--- config.mk ---
export PLATFORM = sky130hd
export DESIGN_NAME = cmp_error_evaluator_flat
export DESIGN_NICKNAME = d
export VERILOG_FILES = /design/src/rtl/cmp_error_evaluator_pkg.sv /design/src/rtl/cmp_error_evaluator_if.sv /design/src/rtl/cmp_error_evaluator_golden_delay.sv /design/src/rtl/cmp_error_evaluator.sv /design/src/flat_wrapper.sv
export SDC_FILE = /design/constraint.sdc
export NUM_CORES = 1
export LEC_CHECK = 0
export ABC_AREA = 1
export CAP_MARGIN = 10
export CORE_UTILIZATION = 40
export CTS_BUF_LIST = sky130_fd_sc_hd__clkbuf_4
export CTS_CLUSTER_SIZE = 16
export DETAILED_ROUTE_END_ITERATION = 6
export GPL_ROUTABILITY_DRIVEN = 0
export PLACE_DENSITY = 0.74
export SLEW_MARGIN = 20
export SYNTH_ARGS = -nofsm -noshare
export SYNTH_HDL_FRONTEND = slang
export SYNTH_SLANG_ARGS = --single-unit
--- constraint.sdc ---
create_clock -name clk -period 3.4 [get_ports clk]
set_input_delay 0.68 -clock clk [delete_from_list [all_inputs] [get_ports clk]]
set_output_delay 0.68 -clock clk [all_outputs]
set_load 0.02 [all_outputs]
--- src/rtl/cmp_error_evaluator_pkg.sv ---
// Shared types and helpers for the comparator error evaluator.
package cmp_eval_pkg;

  // Sweep controller states
  typedef enum logic [1:0] {
    IDLE  = 2'd0,
    SWEEP = 2'd1,
    DRAIN = 2'd2,
    DONE  = 2'd3
  } state_t;

  // Error counters need one bit beyond the operand-pair index so that a
  // DUT that gets every pair wrong (2^(2W) errors) still fits without wrap.
  function automatic int cnt_width(input int width);
    return 2 * width + 1;
  endfunction

  localparam int DEF_WIDTH = 4;
  localparam int DEF_CNT_W = cnt_width(DEF_WIDTH);

  // Exact comparison result for one operand pair
  typedef struct packed {
    logic eq;
    logic gt;
    logic lt;
  } golden_t;

endpackage

--- src/rtl/cmp_error_evaluator_if.sv ---
// Harness-side bundle: sweep control/status, DUT operand/response bus and
// the error counters. master = the evaluator, slave = the harness around it.
interface cmp_eval_if #(
  parameter int WIDTH = 4
);
  localparam int CNT_W = cmp_eval_pkg::cnt_width(WIDTH);

  logic             start;
  logic             busy;
  logic             done;
  logic [WIDTH-1:0] dut_a;
  logic [WIDTH-1:0] dut_b;
  logic             dut_eq;
  logic             dut_gt;
  logic             dut_lt;
  logic [CNT_W-1:0] eq_err;
  logic [CNT_W-1:0] gt_err;
  logic [CNT_W-1:0] lt_err;
  logic [CNT_W-1:0] pair_err;

  modport master (
    input  start, dut_eq, dut_gt, dut_lt,
    output busy, done, dut_a, dut_b, eq_err, gt_err, lt_err, pair_err
  );

  modport slave (
    output start, dut_eq, dut_gt, dut_lt,
    input  busy, done, dut_a, dut_b, eq_err, gt_err, lt_err, pair_err
  );

endinterface

--- src/rtl/cmp_error_evaluator_golden_delay.sv ---
// Delay line that carries {valid, golden result} alongside the DUT pipeline
// so each DUT response is compared against the pair that produced it.
// LATENCY = 0 degenerates to a wire.
module cmp_golden_delay
  import cmp_eval_pkg::*;
#(
  parameter int LATENCY = 0
) (
  input  logic    clk,
  input  logic    rst,
  input  logic    vld_i,
  input  golden_t gold_i,
  output logic    vld_o,
  output golden_t gold_o
);

  if (LATENCY == 0) begin : g_pass
    logic unused_clk_rst;
    assign unused_clk_rst = clk ^ rst;
    assign vld_o  = vld_i;
    assign gold_o = gold_i;
  end else begin : g_dly
    logic [LATENCY-1:0] vld_q;
    golden_t            gold_q [LATENCY];

    // Valid bits are control: cleared on reset so stale entries never compare
    always_ff @(posedge clk or posedge rst) begin
      if (rst) begin
        vld_q <= '0;
      end else begin
        vld_q[0] <= vld_i;
        for (int i = 1; i < LATENCY; i++) begin
          vld_q[i] <= vld_q[i-1];
        end
      end
    end

    // Golden payload is qualified by its valid bit, so it needs no reset
    always_ff @(posedge clk) begin
      gold_q[0] <= gold_i;
      for (int i = 1; i < LATENCY; i++) begin
        gold_q[i] <= gold_q[i-1];
      end
    end

    assign vld_o  = vld_q[LATENCY-1];
    assign gold_o = gold_q[LATENCY-1];
  end

endmodule

--- src/rtl/cmp_error_evaluator.sv ---
// Exhaustive characterisation engine for a comparator under test: sweeps
// every (A,B) pair, compares EQ/GT/LT against the exact result and counts
// per-flag and per-pair errors.
module cmp_error_evaluator
  import cmp_eval_pkg::*;
#(
  parameter int WIDTH   = 4,
  parameter int LATENCY = 0
) (
  input  logic          clk,
  input  logic          rst,
  cmp_eval_if.master    bus
);

  localparam int CNT_W = cnt_width(WIDTH);
  localparam int IDX_W = 2 * WIDTH;
  localparam int DRN_W = (LATENCY > 1) ? $clog2(LATENCY) : 1;
  localparam logic [DRN_W-1:0] DRAIN_LOAD = DRN_W'((LATENCY > 0) ? LATENCY - 1 : 0);

  state_t             state_q;
  logic [IDX_W-1:0]   idx_q;
  logic [DRN_W-1:0]   drain_q;
  logic               busy_q;
  logic               done_q;

  logic [CNT_W-1:0]   eq_err_q,   eq_err_d;
  logic [CNT_W-1:0]   gt_err_q,   gt_err_d;
  logic [CNT_W-1:0]   lt_err_q,   lt_err_d;
  logic [CNT_W-1:0]   pair_err_q, pair_err_d;

  logic [WIDTH-1:0]   op_a;
  logic [WIDTH-1:0]   op_b;
  golden_t            gold_now;
  logic               push_vld;
  logic               cmp_vld;
  golden_t            cmp_gold;
  logic               start_ok;
  logic               err_eq, err_gt, err_lt;

  // Operands come straight from the index; idx sits at 0 outside SWEEP
  assign op_a = idx_q[IDX_W-1:WIDTH];
  assign op_b = idx_q[WIDTH-1:0];

  assign gold_now.eq = (op_a == op_b);
  assign gold_now.gt = (op_a >  op_b);
  assign gold_now.lt = (op_a <  op_b);

  assign push_vld = (state_q == SWEEP);
  assign start_ok = bus.start && ((state_q == IDLE) || (state_q == DONE));

  cmp_golden_delay #(
    .LATENCY (LATENCY)
  ) u_golden_delay (
    .clk    (clk),
    .rst    (rst),
    .vld_i  (push_vld),
    .gold_i (gold_now),
    .vld_o  (cmp_vld),
    .gold_o (cmp_gold)
  );

  // Sweep controller with registered busy/done
  always_ff @(posedge clk or posedge rst) begin
    if (rst) begin
      state_q <= IDLE;
      idx_q   <= '0;
      drain_q <= '0;
      busy_q  <= 1'b0;
      done_q  <= 1'b0;
    end else begin
      case (state_q)
        IDLE, DONE: begin
          if (bus.start) begin
            state_q <= SWEEP;
            idx_q   <= '0;
            busy_q  <= 1'b1;
            done_q  <= 1'b0;
          end
        end
        SWEEP: begin
          idx_q <= idx_q + 1'b1;
          if (idx_q == {IDX_W{1'b1}}) begin
            if (LATENCY > 0) begin
              state_q <= DRAIN;
              drain_q <= DRAIN_LOAD;
            end else begin
              state_q <= DONE;
              busy_q  <= 1'b0;
              done_q  <= 1'b1;
            end
          end
        end
        DRAIN: begin
          if (drain_q == '0) begin
            state_q <= DONE;
            busy_q  <= 1'b0;
            done_q  <= 1'b1;
          end else begin
            drain_q <= drain_q - 1'b1;
          end
        end
        default: begin
          state_q <= IDLE;
          busy_q  <= 1'b0;
          done_q  <= 1'b0;
        end
      endcase
    end
  end

  assign err_eq = bus.dut_eq ^ cmp_gold.eq;
  assign err_gt = bus.dut_gt ^ cmp_gold.gt;
  assign err_lt = bus.dut_lt ^ cmp_gold.lt;

  // Next counter values: clear on an accepted start, else count mismatches
  always_comb begin
    eq_err_d   = eq_err_q;
    gt_err_d   = gt_err_q;
    lt_err_d   = lt_err_q;
    pair_err_d = pair_err_q;
    if (start_ok) begin
      eq_err_d   = '0;
      gt_err_d   = '0;
      lt_err_d   = '0;
      pair_err_d = '0;
    end else if (cmp_vld) begin
      eq_err_d   = eq_err_q   + CNT_W'(err_eq);
      gt_err_d   = gt_err_q   + CNT_W'(err_gt);
      lt_err_d   = lt_err_q   + CNT_W'(err_lt);
      pair_err_d = pair_err_q + CNT_W'(err_eq | err_gt | err_lt);
    end
  end

  // Error counters
  always_ff @(posedge clk or posedge rst) begin
    if (rst) begin
      eq_err_q   <= '0;
      gt_err_q   <= '0;
      lt_err_q   <= '0;
      pair_err_q <= '0;
    end else begin
      eq_err_q   <= eq_err_d;
      gt_err_q   <= gt_err_d;
      lt_err_q   <= lt_err_d;
      pair_err_q <= pair_err_d;
    end
  end

  assign bus.busy     = busy_q;
  assign bus.done     = done_q;
  assign bus.dut_a    = op_a;
  assign bus.dut_b    = op_b;
  assign bus.eq_err   = eq_err_q;
  assign bus.gt_err   = gt_err_q;
  assign bus.lt_err   = lt_err_q;
  assign bus.pair_err = pair_err_q;

endmodule

--- src/flat_wrapper.sv ---
// flat-port wrapper written by rule: the top's interface ports become plain ports
module cmp_error_evaluator_flat import cmp_eval_pkg::*;
#(
  parameter int WIDTH   = 4,
  parameter int LATENCY = 0
)
  (clk, rst, bus_start, bus_dut_eq, bus_dut_gt, bus_dut_lt, bus_busy, bus_done, bus_dut_a, bus_dut_b, bus_eq_err, bus_gt_err, bus_lt_err, bus_pair_err);
  cmp_eval_if #(.WIDTH(WIDTH)) bus_i ();
  input  logic clk;
  input  logic rst;
  input wire logic [$bits(bus_i.start)-1:0] bus_start;
  input wire logic [$bits(bus_i.dut_eq)-1:0] bus_dut_eq;
  input wire logic [$bits(bus_i.dut_gt)-1:0] bus_dut_gt;
  input wire logic [$bits(bus_i.dut_lt)-1:0] bus_dut_lt;
  output wire logic [$bits(bus_i.busy)-1:0] bus_busy;
  output wire logic [$bits(bus_i.done)-1:0] bus_done;
  output wire logic [$bits(bus_i.dut_a)-1:0] bus_dut_a;
  output wire logic [$bits(bus_i.dut_b)-1:0] bus_dut_b;
  output wire logic [$bits(bus_i.eq_err)-1:0] bus_eq_err;
  output wire logic [$bits(bus_i.gt_err)-1:0] bus_gt_err;
  output wire logic [$bits(bus_i.lt_err)-1:0] bus_lt_err;
  output wire logic [$bits(bus_i.pair_err)-1:0] bus_pair_err;
  assign bus_i.start = bus_start;
  assign bus_i.dut_eq = bus_dut_eq;
  assign bus_i.dut_gt = bus_dut_gt;
  assign bus_i.dut_lt = bus_dut_lt;
  assign bus_busy = bus_i.busy;
  assign bus_done = bus_i.done;
  assign bus_dut_a = bus_i.dut_a;
  assign bus_dut_b = bus_i.dut_b;
  assign bus_eq_err = bus_i.eq_err;
  assign bus_gt_err = bus_i.gt_err;
  assign bus_lt_err = bus_i.lt_err;
  assign bus_pair_err = bus_i.pair_err;
  cmp_error_evaluator #(.WIDTH(WIDTH), .LATENCY(LATENCY)) u_core (.clk(clk), .rst(rst), .bus(bus_i));
endmodule
==> impl_metrics.csv, run 1 <==
group,metric,value,unit
critical_path,reg2reg_from,"u_core.idx_q[2]",
synth,synth_cell_types,25,
clock_tree,cts_resized,0,
floorplan,core-area,0.00606,mm^2
placement,portBuffers,51,
placement,dp_hpwl,4020,um
synth,yosys.area.top_type,"dfrtp_1",
synth,seq_area_frac_synth,0.456,
global_routing,antenna_found_initial,0,
sta,min_period_over_period,0.714,
synth,async_flop_share,1.00,
job,maxCapViolations,0,
routing,wirelength,5580,um
routing,first_pass_iters,4,
hold_path,min_path_type,"flip-flop to flip-flop",
critical_path,critPathArrivalTime,2730,ps
clock_tree,post_cts_buffers,0,
synth,synth_area_leaders,"dfrtp_1 (46%), nand2_1 (10%), nor2_1 (8.2%), inv_1 (7.0%), ha_1 (6.8%)",
sta,setup_viol,0,
floorplan,die-height,82.3,um
critical_path,required,3710,ps
routing,drc_errors,0,
pwr,p_leak,1.59,nW
floorplan,rows,28,
final_layout,nets,411,
sta,slew_viol_final,0,
synth,syn_nets,359,
global_routing,grt_pass1_wl,9400,um
hold_path,holdCritStartpoint,"u_core.bus.busy",
critical_path,critPathKind,"flip-flop to flip-flop",
sta,slew_headroom,0.459,
clock_tree,cts_tree,"yes",
final_layout,post-route-util,0.533,
critical_path,endpoint_kind,"flip-flop",
clock_tree,htree_levels,2,
synth,synth_edf_count,0,
synth,synth_top_area_frac,0.456,
pwr,p_per_area,672,mW/mm^2
sta,worst-slew-pin-transition,812,ps
floorplan,die_w,82.3,um
pwr,p_total,2.17,mW
clock_tree,cts-root-buf,"clkbuf_4",
clock_tree,clkSlewWorstSetupHoldPaths,140,ps
floorplan,io_pins,52,
pwr,ir_drop,502,uV
routing,wl_per_cell,12.0,um
sta,hold_violations,0,
clock_tree,holdBufCountCts,0,
synth,synth_seq_cells,47,
synth,ys.flop_type,"dfrtp_1",
final_layout,drive_above_1_share,0.0435,
synth,ys_warn_count,0,
critical_path,start_kind,"flip-flop",
floorplan,die_area,0.00677,mm^2
sta,clock_skew,15.6,ps
routing,drtAntennaViolNets,0,
routing,vias,2359,
clock_tree,numClockSinks,47,
final_layout,syn_to_final_growth,25.3,%
global_routing,grt_max_degree,48,
synth,post-synth-top-count-cell,"nand2_1",
critical_path,crit_path_max_fanout,5,
critical_path,critPathLaunch,"u_core.idx_q[2]",
synth,netlist_area,0.00258,mm^2
synth,postSynthAreaPerCell,7.61,um^2
routing,via_per_inst,5.06,
synth,synth_cells,339,
synth,synth_commonest_cells,"nand2_1 (70), nor2_1 (56), inv_1 (48)",
global_routing,overflow,0,
clock_tree,cts_buffers,5,
sta,fin_crit,2430,ps
sta,tns,0,ps
global_routing,grt_pass1_vias,2133,
clock_tree,clk_path_buf_depth,2,
routing,first_iter_violations,134,
outcome,status,"completed",
final_layout,num_antenna_cells,0,
clock_tree,insertion_delay,360,ps
floorplan,initial_core_util,0.425,
global_routing,track_usage,0.183,
sta,rsz0062_at_grt,"no",
sta,max_freq,0.412,GHz
## metal layers
layer	vias up	wire length, um	track usage
li1	1187	-	-
met3	9	244	0.0374
met5	-	0	0
met4	0	92	0.0754
met2	51	2650	0.299
met1	1112	2590	0.236
## flip-flops by register name, indices dropped and copies added (netlist names)
signal,cells
u_core.bus.pair_err,9
u_core.idx_q,8
u_core.state_q,1
u_core.bus.busy,1
u_core.bus.lt_err,9
u_core.bus.gt_err,9
u_core.bus.eq_err,9
u_core.bus.done,1
## path summary, 6_finish.rpt
path,end,slack (ps),cells after the start
max reg2reg,u_core.bus.gt_err[8],970,16
min in group asynchronous,u_core.bus.lt_err[7],740,2
max in group asynchronous,u_core.bus.lt_err[0],2150,2
min reg2reg,u_core.bus.busy,490,2
max,u_core.bus.gt_err[8],970,16
min,u_core.bus.busy,490,2
## report_power, final
group / switching [mW] / internal [mW] / total, mW
sequential: 0.127 / 0.673 / 0.800
clock: 0.179 / 0.151 / 0.330
combinational: 0.631 / 0.410 / 1.04
total: 0.937 / 1.23 / 2.17
## final cells by class
class	count	area, um^2
well taps	75	93.8
multi-input cells	236	1180
inverters	49	185
clock buffers	5	37.5
clock inverters	2	37.5
fillers	596	2830
flip-flops and latches	47	1180
repair buffers	52	518
## cells in the final DEF, fill, tap and decap left out, types with 4 or more instances in the layout
cell,count
clkdlybuf4s50_1,51
nor2_1,56
nand2_1,70
dfrtp_1,47
nand4_1,7
nor3_1,4
ha_1,14
nand3_1,26
inv_1,47
a21oi_1,23
clkbuf_4,5
o21ai_0,20
## stage by stage
| stage | worst slack [ps] | hold slack (ps) | instance area (um^2) | std cells |
|---|---|---|---|---|
| 5_1_grt | 651 | 520 | 3230 | 466 |
| 4_1_cts | 972 | 496 | 3230 | 466 |
| 3_3_place_gp | 941 | 453 | 3150 | 459 |
| 6_report | 974 | 489 | 3230 | 466 |
| 2_1_floorplan | 1150 | 438 | 2580 | 339 |
| 3_5_place_dp | 859 | 468 | 3150 | 459 |
## kinds of logic after synthesis
group                    synth area share
AND/OR/NAND/NOR                     0.290
buffers and inverters              0.0854
flip-flops                          0.456
XOR/XNOR                          0.00340
adder cells (fa/ha/maj)            0.0679
AO/OA/AOI/OAI                      0.0975
## critical path, cell delays in order (launching register included)
cell,delay [ps]
dfrtp_1,440
inv_1,90
ha_1,290
nand2_1,70
nor2_1,180
inv_1,80
nand3_1,80
nand2_1,70
inv_1,50
ha_1,160
ha_1,190
nand3_1,150
nor3_2,210
nand2_1,110
nand2_1,70
nand2_1,50
nor2_1,90
Note: power is estimated with default switching activity, not from simulation.
==> run 2, diff against run 1 <==
Settings changed: PLACE_DENSITY 0.74 to 0.76.
Clock period 3.4 ns to 2 ns, I/O delays scaled along.
==> impl_metrics.csv, run 2 (same netlist as run 1, synthesis figures left out) <==
group,metric,value,unit
outcome,status,"complete, but fails checks",
outcome,violations,"negative setup slack",
routing,first_iter_violations,105,
sta,hold_violations,0,
critical_path,path_common_cell,"nand2_2",
clock_tree,numClockSinks,47,
sta,worst-slew-pin-transition,443,ps
routing,first_pass_iters,5,
critical_path,critPathKind,"flip-flop to flip-flop",
final_layout,fillCellCount,514,
final_layout,nets,440,
clock_tree,insertion_delay,360,ps
sta,slew_headroom,0.704,
critical_path,endpoint_kind,"flip-flop",
sta,setup_viol,17,
critical_path,crit_slowest_cell,"dfrtp_2",
floorplan,die_w,82.3,um
sta,fin_crit,2180,ps
floorplan,initial_core_util,0.425,
routing,wl_per_cell,13.4,um
global_routing,overflow,0,
clock_tree,holdBufCountCts,0,
critical_path,start_kind,"flip-flop",
clock_tree,cts_buffers,5,
final_layout,final_common_cell,"nand2_1",
pwr,ir_drop,907,uV
floorplan,io_pins,52,
final_layout,drive_above_1_share,0.299,
critical_path,critical_path.cell_chain,"inv_4 > ha_4 > a21oi_2 > nand2_2 > nand2_2 > nand2_2 > nor2_2 > nand2_2 > ha_4 > ha_4 > buf_4 > nand3_4 > nor2_4 > o21ai_2 > a21oi_2",
critical_path,crit_family,"adder cells",
critical_path,required,2260,ps
clock_tree,clkSlewWorstSetupHoldPaths,140,ps
critical_path,worst-path-buf-inv,2,
sta,hold_ws,344,ps
sta,clock_skew,12.5,ps
sta,max_freq,0.459,GHz
clock_tree,htree_levels,2,
final_layout,post-route-util,0.641,
sta,rsz0062_at_grt,"yes",
routing,drtAntennaViolNets,0,
global_routing,grt_max_degree,21,
routing,drc_errors,0,
final_layout,num_antenna_cells,0,
critical_path,crit_path_max_incr_delay,450,ps
global_routing,grt_pass1_wl,10200,um
global_routing,grt_pass1_vias,2289,
global_routing,antenna_found_initial,0,
pwr,p_total,4.40,mW
placement,portBuffers,51,
job,maxCapViolations,0,
hold_path,min_path_type,"input pin to asynchronous set/reset pin",
sta,slew_viol_final,0,
final_layout,mostFrequentLayoutCells,"nand2_1 (60), clkdlybuf4s50_1 (48), nor2_1 (46)",
floorplan,core-area,0.00606,mm^2
routing,via_per_inst,5.09,
clock_tree,clk_path_buf_depth,2,
floorplan,die_area,0.00677,mm^2
floorplan,rows,28,
sta,tns,-1300,ps
placement,dp_hpwl,4500,um
clock_tree,cts_tree,"yes",
sta,min_period_over_period,1.09,
placement,dp_cells,479,
pwr,p_per_area,1130,mW/mm^2
sta,setup_ws,-179,ps
floorplan,die-height,82.3,um
pwr,p_leak,1.79,nW
final_layout,stdcell_count,496,
clock_tree,cts-root-buf,"clkbuf_4",
critical_path,crit_path_max_fanout,3,
final_layout,syn_to_final_growth,50.7,%
routing,wirelength,6670,um
critical_path,critPathArrivalTime,2440,ps
global_routing,track_usage,0.199,
routing,vias,2523,
## run 2: changes by cell type in the layout (fill, tap and decap cells not counted), moves of 8 or more
cell     previous run  this run
nand3_1            26        12
nand3_2             0         8
dfrtp_1            47        38
ha_1               14         3
inv_1              47        39
nand2_2             2        11
nand2_1            70        60
dfrtp_2             0         9
nor2_1             56        46
ha_4                0        10
buf_4               1        27
## run 2: cell type report
type                            count  area, um^2  area share
Clock buffer                        7        52.6      0.0135
Clock inverter                      1        5.00     0.00129
Inverter                           49         189      0.0486
Multi-Input combinational cell    236        1600       0.410
Sequential cell                    47        1190       0.306
Tap cell                           75        93.8      0.0241
Timing Repair Buffer               81         763       0.196
## run 2: where the power goes
| part | internal, mW | total (mW) | leakage [nW] | switching (mW) |
|---|---|---|---|---|
| Combinational | 1.10 | 2.49 | 1.14 | 1.39 |
| Clock | 0.165 | 0.469 | 0.0361 | 0.304 |
| Sequential | 1.15 | 1.44 | 0.613 | 0.288 |
| Total | 2.42 | 4.40 | 1.79 | 1.98 |
## run 2: repair_timing
| item | 4_1_cts | 5_1_grt |
|---|---|---|
| resized for setup | 25 | 51 |
| pin swaps | 13 | 20 |
| endpoints found under the setup margin | 19 | 29 |
| setup buffers | 5 | 5 |
## run 2: stage by stage
stage / setup WS, ps / cell area (um^2)
after floorplan: -101 / 2710
after global placement: -150 / 3450
after detailed placement: -176 / 3450
after CTS: -128 / 3660
after global routing: -339 / 3890
final: -179 / 3890
## run 2: path summary, 6_finish.rpt
path                                  from                endpoint  slack [ps]  depth (start not counted)
setup / recovery           u_core.idx_q[3]  u_core.bus.pair_err[4]        -180                         15
hold / removal                         rst    u_core.bus.lt_err[6]         340                          2
setup reg to reg           u_core.idx_q[3]  u_core.bus.pair_err[4]        -180                         15
hold reg to reg            u_core.bus.busy         u_core.bus.busy         490                          2
max in group asynchronous              rst    u_core.bus.lt_err[7]        1160                          3
min in group clk           u_core.bus.busy         u_core.bus.busy         490                          2
## run 2: per-layer routing
metal / wire, um / global-route usage
met1: 2950 / 0.252
met5: 0 / 0
met4: 114 / 0.0526
met2: 3370 / 0.348
met3: 237 / 0.0363
